[src/rtl/isp_ae_response_gen.sv]
// isp_ae_response_gen: auto-exposure decision engine on the luma statistics
// branch. Accumulates luma over each active frame and, three pclk edges
// after frame end, emits a 2-bit gain-steering code with a one-cycle strobe.
//   01 = over (decrement gain), 11 = under (increment), 10 = no data, 00 = ok.
// Optional macro ISP_AE_HYST_EN: 01/11 only pass when two consecutive
// evaluated frames agree; otherwise 00 is issued.
module isp_ae_response_gen #(
  parameter int BITS     = 8,
  parameter int WIDTH    = 1920,
  parameter int HEIGHT   = 1080,
  parameter int LOW_TH   = 64,
  parameter int HIGH_TH  = 192,
  parameter int SKIP     = 0,
  parameter int CNT_BITS = $clog2(WIDTH*HEIGHT+1),
  parameter int SUM_BITS = BITS+CNT_BITS
) (
  input  logic            pclk,
  input  logic            rst,
  input  logic            enable,
  input  logic            in_vsync,
  input  logic            in_href,
  input  logic [BITS-1:0] in_data,
  output logic [1:0]      ae_response,
  output logic            ae_valid
);

  localparam int FC_BITS = (SKIP > 0) ? $clog2(SKIP+1) : 1;
  localparam logic [CNT_BITS-1:0] CNT_MAX  = '1;
  localparam logic [CNT_BITS-1:0] CNT_NEAR = CNT_MAX - 1'b1;
  localparam logic [FC_BITS-1:0]  FC_LAST  = FC_BITS'(SKIP);

  typedef enum logic [1:0] {IDLE, ACCUM, EVAL, CMP} state_t;

  state_t              state, state_n;
  logic                vs_d, armed, rise, fall, pix_vld;
  logic [SUM_BITS-1:0] sum, snap_sum, lo, hi;
  logic [CNT_BITS-1:0] cnt, snap_cnt;
  logic                ovf, snap_ovf, snap_skip;
  logic [FC_BITS-1:0]  fcnt;
  logic [1:0]          raw, dec, dec_q;
  logic                dec_vld;

  // vsync edge tracking; armed blocks a false rise when reset releases mid-frame
  always_ff @(posedge pclk or posedge rst) begin
    if (rst) begin
      vs_d  <= 1'b0;
      armed <= 1'b0;
    end else begin
      vs_d  <= in_vsync;
      armed <= armed | ~in_vsync;
    end
  end

  assign rise    = in_vsync & ~vs_d & armed;
  assign fall    = ~in_vsync & vs_d;
  assign pix_vld = (state == ACCUM) & in_vsync & in_href;

  // state register
  always_ff @(posedge pclk or posedge rst) begin
    if (rst) state <= IDLE;
    else     state <= state_n;
  end

  // next-state: disable always parks in IDLE, re-arm only on a fresh vsync rise
  always_comb begin
    state_n = state;
    if (!enable) state_n = IDLE;
    else begin
      case (state)
        IDLE:    if (rise) state_n = ACCUM;
        ACCUM:   if (fall) state_n = EVAL;
        EVAL:    state_n = CMP;
        CMP:     state_n = rise ? ACCUM : IDLE;
        default: state_n = IDLE;
      endcase
    end
  end

  // live accumulation, frame-end snapshot and frame-skip counter
  always_ff @(posedge pclk or posedge rst) begin
    if (rst) begin
      sum <= '0; cnt <= '0; ovf <= 1'b0;
      snap_sum <= '0; snap_cnt <= '0; snap_ovf <= 1'b0; snap_skip <= 1'b0;
      fcnt <= '0;
    end else begin
      if (enable && state == ACCUM && fall) begin
        snap_sum  <= sum;
        snap_cnt  <= cnt;
        snap_ovf  <= ovf;
        snap_skip <= (fcnt != '0);
        fcnt      <= (fcnt == FC_LAST) ? '0 : fcnt + 1'b1;
      end
      if (!enable || rise || fall) begin
        sum <= '0; cnt <= '0; ovf <= 1'b0;
      end else if (pix_vld) begin
        // saturate: once count hits all-ones the frame is flagged and frozen
        if (cnt == CNT_MAX) ovf <= 1'b1;
        else begin
          cnt <= cnt + 1'b1;
          sum <= sum + SUM_BITS'(in_data);
          if (cnt == CNT_NEAR) ovf <= 1'b1;
        end
      end
    end
  end

  // threshold products scaled by pixel count, so no divide is needed
  always_ff @(posedge pclk or posedge rst) begin
    if (rst) begin
      lo <= '0; hi <= '0;
    end else if (state == EVAL) begin
      lo <= SUM_BITS'(snap_cnt) * SUM_BITS'(LOW_TH);
      hi <= SUM_BITS'(snap_cnt) * SUM_BITS'(HIGH_TH);
    end
  end

  // raw decision; equality at either threshold falls through to 00
  always_comb begin
    raw = 2'b00;
    if (snap_cnt == '0 || snap_ovf) raw = 2'b10;
    else if (snap_sum < lo)         raw = 2'b11;
    else if (snap_sum > hi)         raw = 2'b01;
  end

`ifdef ISP_AE_HYST_EN
  logic [1:0] prev_raw;

  // steer codes (01/11) need agreement with the previous evaluated decision
  always_comb begin
    dec = raw;
    if (raw[0] && raw != prev_raw) dec = 2'b00;
  end

  // remember the raw decision of each evaluated frame
  always_ff @(posedge pclk or posedge rst) begin
    if (rst) prev_raw <= 2'b00;
    else if (state == CMP && !snap_skip) prev_raw <= raw;
  end
`else
  assign dec = raw;
`endif

  // decision register; skipped frames leave it untouched
  always_ff @(posedge pclk or posedge rst) begin
    if (rst) begin
      dec_q   <= 2'b00;
      dec_vld <= 1'b0;
    end else begin
      dec_vld <= enable && state == CMP && !snap_skip;
      if (state == CMP && !snap_skip) dec_q <= dec;
    end
  end

  // output stage: response holds between strobes
  always_ff @(posedge pclk or posedge rst) begin
    if (rst) begin
      ae_response <= 2'b00;
      ae_valid    <= 1'b0;
    end else begin
      ae_valid <= dec_vld & enable;
      if (dec_vld && enable) ae_response <= dec_q;
    end
  end

endmodule

[config.mk]
export PLATFORM = sky130hd
export DESIGN_NAME = isp_ae_response_gen
export DESIGN_NICKNAME = d
export VERILOG_FILES = /design/src/rtl/isp_ae_response_gen.sv
export SDC_FILE = /design/constraint.sdc
export NUM_CORES = 1
export LEC_CHECK = 0
export CAP_MARGIN = 20
export CORE_UTILIZATION = 60
export CTS_CLUSTER_DIAMETER = 80
export DETAILED_ROUTE_END_ITERATION = 6
export GPL_ROUTABILITY_DRIVEN = 0
export PLACE_DENSITY = 0.8
export SYNTH_ARGS = -nofsm -noshare
export SYNTH_HDL_FRONTEND = slang
export SYNTH_SLANG_ARGS = --single-unit
[constraint.sdc]
create_clock -name pclk -period 5.7 [get_ports pclk]
set_clock_uncertainty 0.05 [all_clocks]
set_input_delay 0.57 -clock pclk [delete_from_list [all_inputs] [get_ports pclk]]
set_output_delay 0.57 -clock pclk [all_outputs]
set_load 0.02 [all_outputs]
==> reports/metrics.yaml <==
job:
  max_cap_violations: 0
cts:
  numCtsBuffers: 17
  cts.sinks: 155
  cts_resized: 0
  clockBufferDepth: 2
  cts_hold_repair.buffers: 0
  h-tree-depth: 4
  clk_latency_ns: 0.43
  root_buffer: "clkbuf_16"
  cts_tree: "done"
  cts.reportedPaths.clkPinSlew_ns: 0.06
  post_cts_buffers: 0
detailed_routing:
  viasPerCell: 6.100
  num_vias: 6991
  route.antenna.remaining_nets: 0
  firstDrtPassIters: 7
  wl_per_cell_microns: 17.67
  drt_iter0_drc: 598
  wirelength_microns: 20250
  drc_errors: 0
floorplanning:
  rows: 44
  die_area_sq_mm: 0.01571
  core-area_sq_mm: 0.01470
  ioPinCount: 16
  start_util_pct: 62.08
  die_height_microns: 125.3
  die_x_microns: 125.3
final_layout:
  antenna_cells: 0
  multi_input_area_sq_mm: 0.004792
  seq_area_sq_mm: 0.003879
  syn_to_final_growth_pct: 10.67
  drive_above_1_share_pct: 12.16
  final_core_util_pct: 68.70
  fill_cells: 1098
  nNetsFinal: 1053
critical_path:
  cp_data_arrival_time_ns: 3.32
  end_kind: "register"
  crit_required_ns: 6.00
  critPathMaxFanout: 6
  crit_type: "register to register"
  start_kind: "register"
sta:
  hold_ws_ns: 0.4344
  fin_crit_sh_pct: 52.96
  tightest_slew_ns: 1.053
  drv_slew: 0
  fin_crit_ns: 3.019
  setup_tns_ns: 0
  slew_headroom_pct: 29.36
  fmax_mhz: 331.3
  grt_setup_unrepaired: "false"
  setup_violations: 0
  hold_viol: 0
yosys:
  synthDistinctLibCells: 71
  synth_ff_type: "dfrtp_1"
  netlist_area_sq_mm: 0.009125
  postSynthCellCount: 935
  synth_warnings: 0
  synth.avg_cell_area_sq_um: 9.759
  syn_nets: 1039
  async_flop_share_pct: 100.0
  ys_ff_latch: 155
  synth_edf_count: 0
  synth_seq_area_share_pct: 42.51
min_path:
  min_path_type: "register to register"
grt:
  grt_max_degree: 85
  antenna_found_initial: 0
  grt_use_total_pct: 27.70
  grt_pass1_vias: 6939
  grt_overflow: 0
  grt_pass1_wl_microns: 34190
place:
  port_buffers: 15
  hpwl_microns: 13940
power:
  vdd_drop_max_v: 0.0002175
  totalPowerFinal_uw: 2835
  leakagePower_uw: 0.004671
  power-per-cell-area_mw_per_mm2: 280.7
status:
  outcome: "finished clean"
-- power breakdown --
group | internal, uW | switching [uW]
clock | 791 | 460
combinational | 139 | 254
sequential | 1150 | 35.6
total | 2080 | 750
-- sequential cells by signal (all words and copies together) (netlist names) --
register and cells:
dec_q 2, armed 1, ae_response 2, ae_valid 1
lo 20, dec_vld 1, state 2, ovf 1
snap_ovf 1, cnt 21, vs_d 1, sum 29
hi 23, snap_sum 29, snap_cnt 21
-- final timing paths --
check	from	end	slack (ns)	cells past startpoint
worst max-delay path	snap_cnt[1]	hi[27]	2.68	8
min in group asynchronous	rst	snap_sum[28]	0.46	2
worst min register to register	armed	armed	0.43	1
worst max register to register	snap_cnt[1]	hi[27]	2.68	8
worst min-delay path	armed	armed	0.43	1
max in group asynchronous	rst	snap_cnt[5]	4.04	3
-- worst max-delay path: stages (launching register included) --
cell      delay [ns]
dfrtp_1         0.45
ha_1            0.25
fa_1            0.42
a21o_1          0.22
a221oi_1        0.59
o221a_2         0.40
nor3_1          0.09
a211oi_1        0.28
mux2i_1         0.21
-- stage by stage --
stage	std cells	worst slack (ns)	instance area [sq um]
final	1146	2.681	10100
after global routing	1146	2.554	10100
after CTS	1146	2.749	10100
after detailed placement	1114	2.517	9443
after global placement	1114	2.570	9443
after floorplan	935	0.9018	9125
-- final cells by class --
type,instances,share of cell area (%)
Tap cell,184,2.280
Sequential cell,155,38.41
Timing Repair Buffer,22,2.007
Multi-Input combinational cell,664,47.45
Inverter,89,3.358
Clock inverter,10,1.598
Clock buffer,22,4.894
-- per-layer routing --
layer / routed length [microns] / GRT usage (%) / part of all wire (%)
met1: 8923 / 35.87 / 44
met2: 9959 / 46.11 / 49
met3: 804 / 5.392 / 4.0
met4: 558 / 10.83 / 2.8
met5: 0 / 0 / 0
-- logic make-up after synthesis --
logic type	Yosys count	share of synthesized area, %
XOR/XNOR	34	3.346
buffers and inverters	116	5.060
AND/OR/NAND/NOR	262	14.34
AO/OA/AOI/OAI	226	15.88
flip-flops	155	42.51
adder cells (fa/ha/maj)	91	12.64
multiplexers	51	6.225
-- cells in the mapped netlist (3+ instances only) --
cell / n / area share [%]
o21ai_2: 8 / 0.77
o211ai_1: 7 / 0.58
o31ai_1: 5 / 0.41
nor4_1: 6 / 0.41
dfrtp_1: 155 / 43
a211oi_1: 8 / 0.66
or4_1: 6 / 0.49
mux2_2: 46 / 5.7
a31o_2: 3 / 0.29
or3_1: 20 / 1.4
and2_1: 7 / 0.48
ha_1: 89 / 12
nand2b_1: 5 / 0.34
nand3_1: 20 / 1.1
nor3_1: 10 / 0.55
nor2_1: 48 / 2.0
xnor2_1: 19 / 1.8
buf_1: 6 / 0.25
a31oi_1: 4 / 0.27
xor2_1: 14 / 1.3
clkbuf_1: 17 / 0.70
and3_1: 11 / 0.75
nand4_1: 21 / 1.4
o21ai_0: 72 / 3.9
a21oi_2: 6 / 0.58
nor2b_1: 7 / 0.48
o21a_1: 9 / 0.74
nand2_1: 87 / 3.6
o221ai_1: 4 / 0.38
inv_1: 89 / 3.7
a21oi_1: 57 / 3.1
a21o_1: 16 / 1.3
mux2i_1: 5 / 0.55
-- placed cells by master, fill, tap and decap left out, drive strengths merged, types with 8 or more instances in the layout --
master,count
o21ai,81
o211ai,8
a21oi,63
and3,11
nand3,21
clkdlybuf4s50,15
nand2,87
mux2,46
inv,89
o21a,9
ha,89
clkbuf,22
nor2,49
nand4,22
nor3,10
or3,20
dfrtp,155
a21o,16
xor2,15
a211oi,8
xnor2,19
No activity file was read; power rests on OpenSTA's default activity.
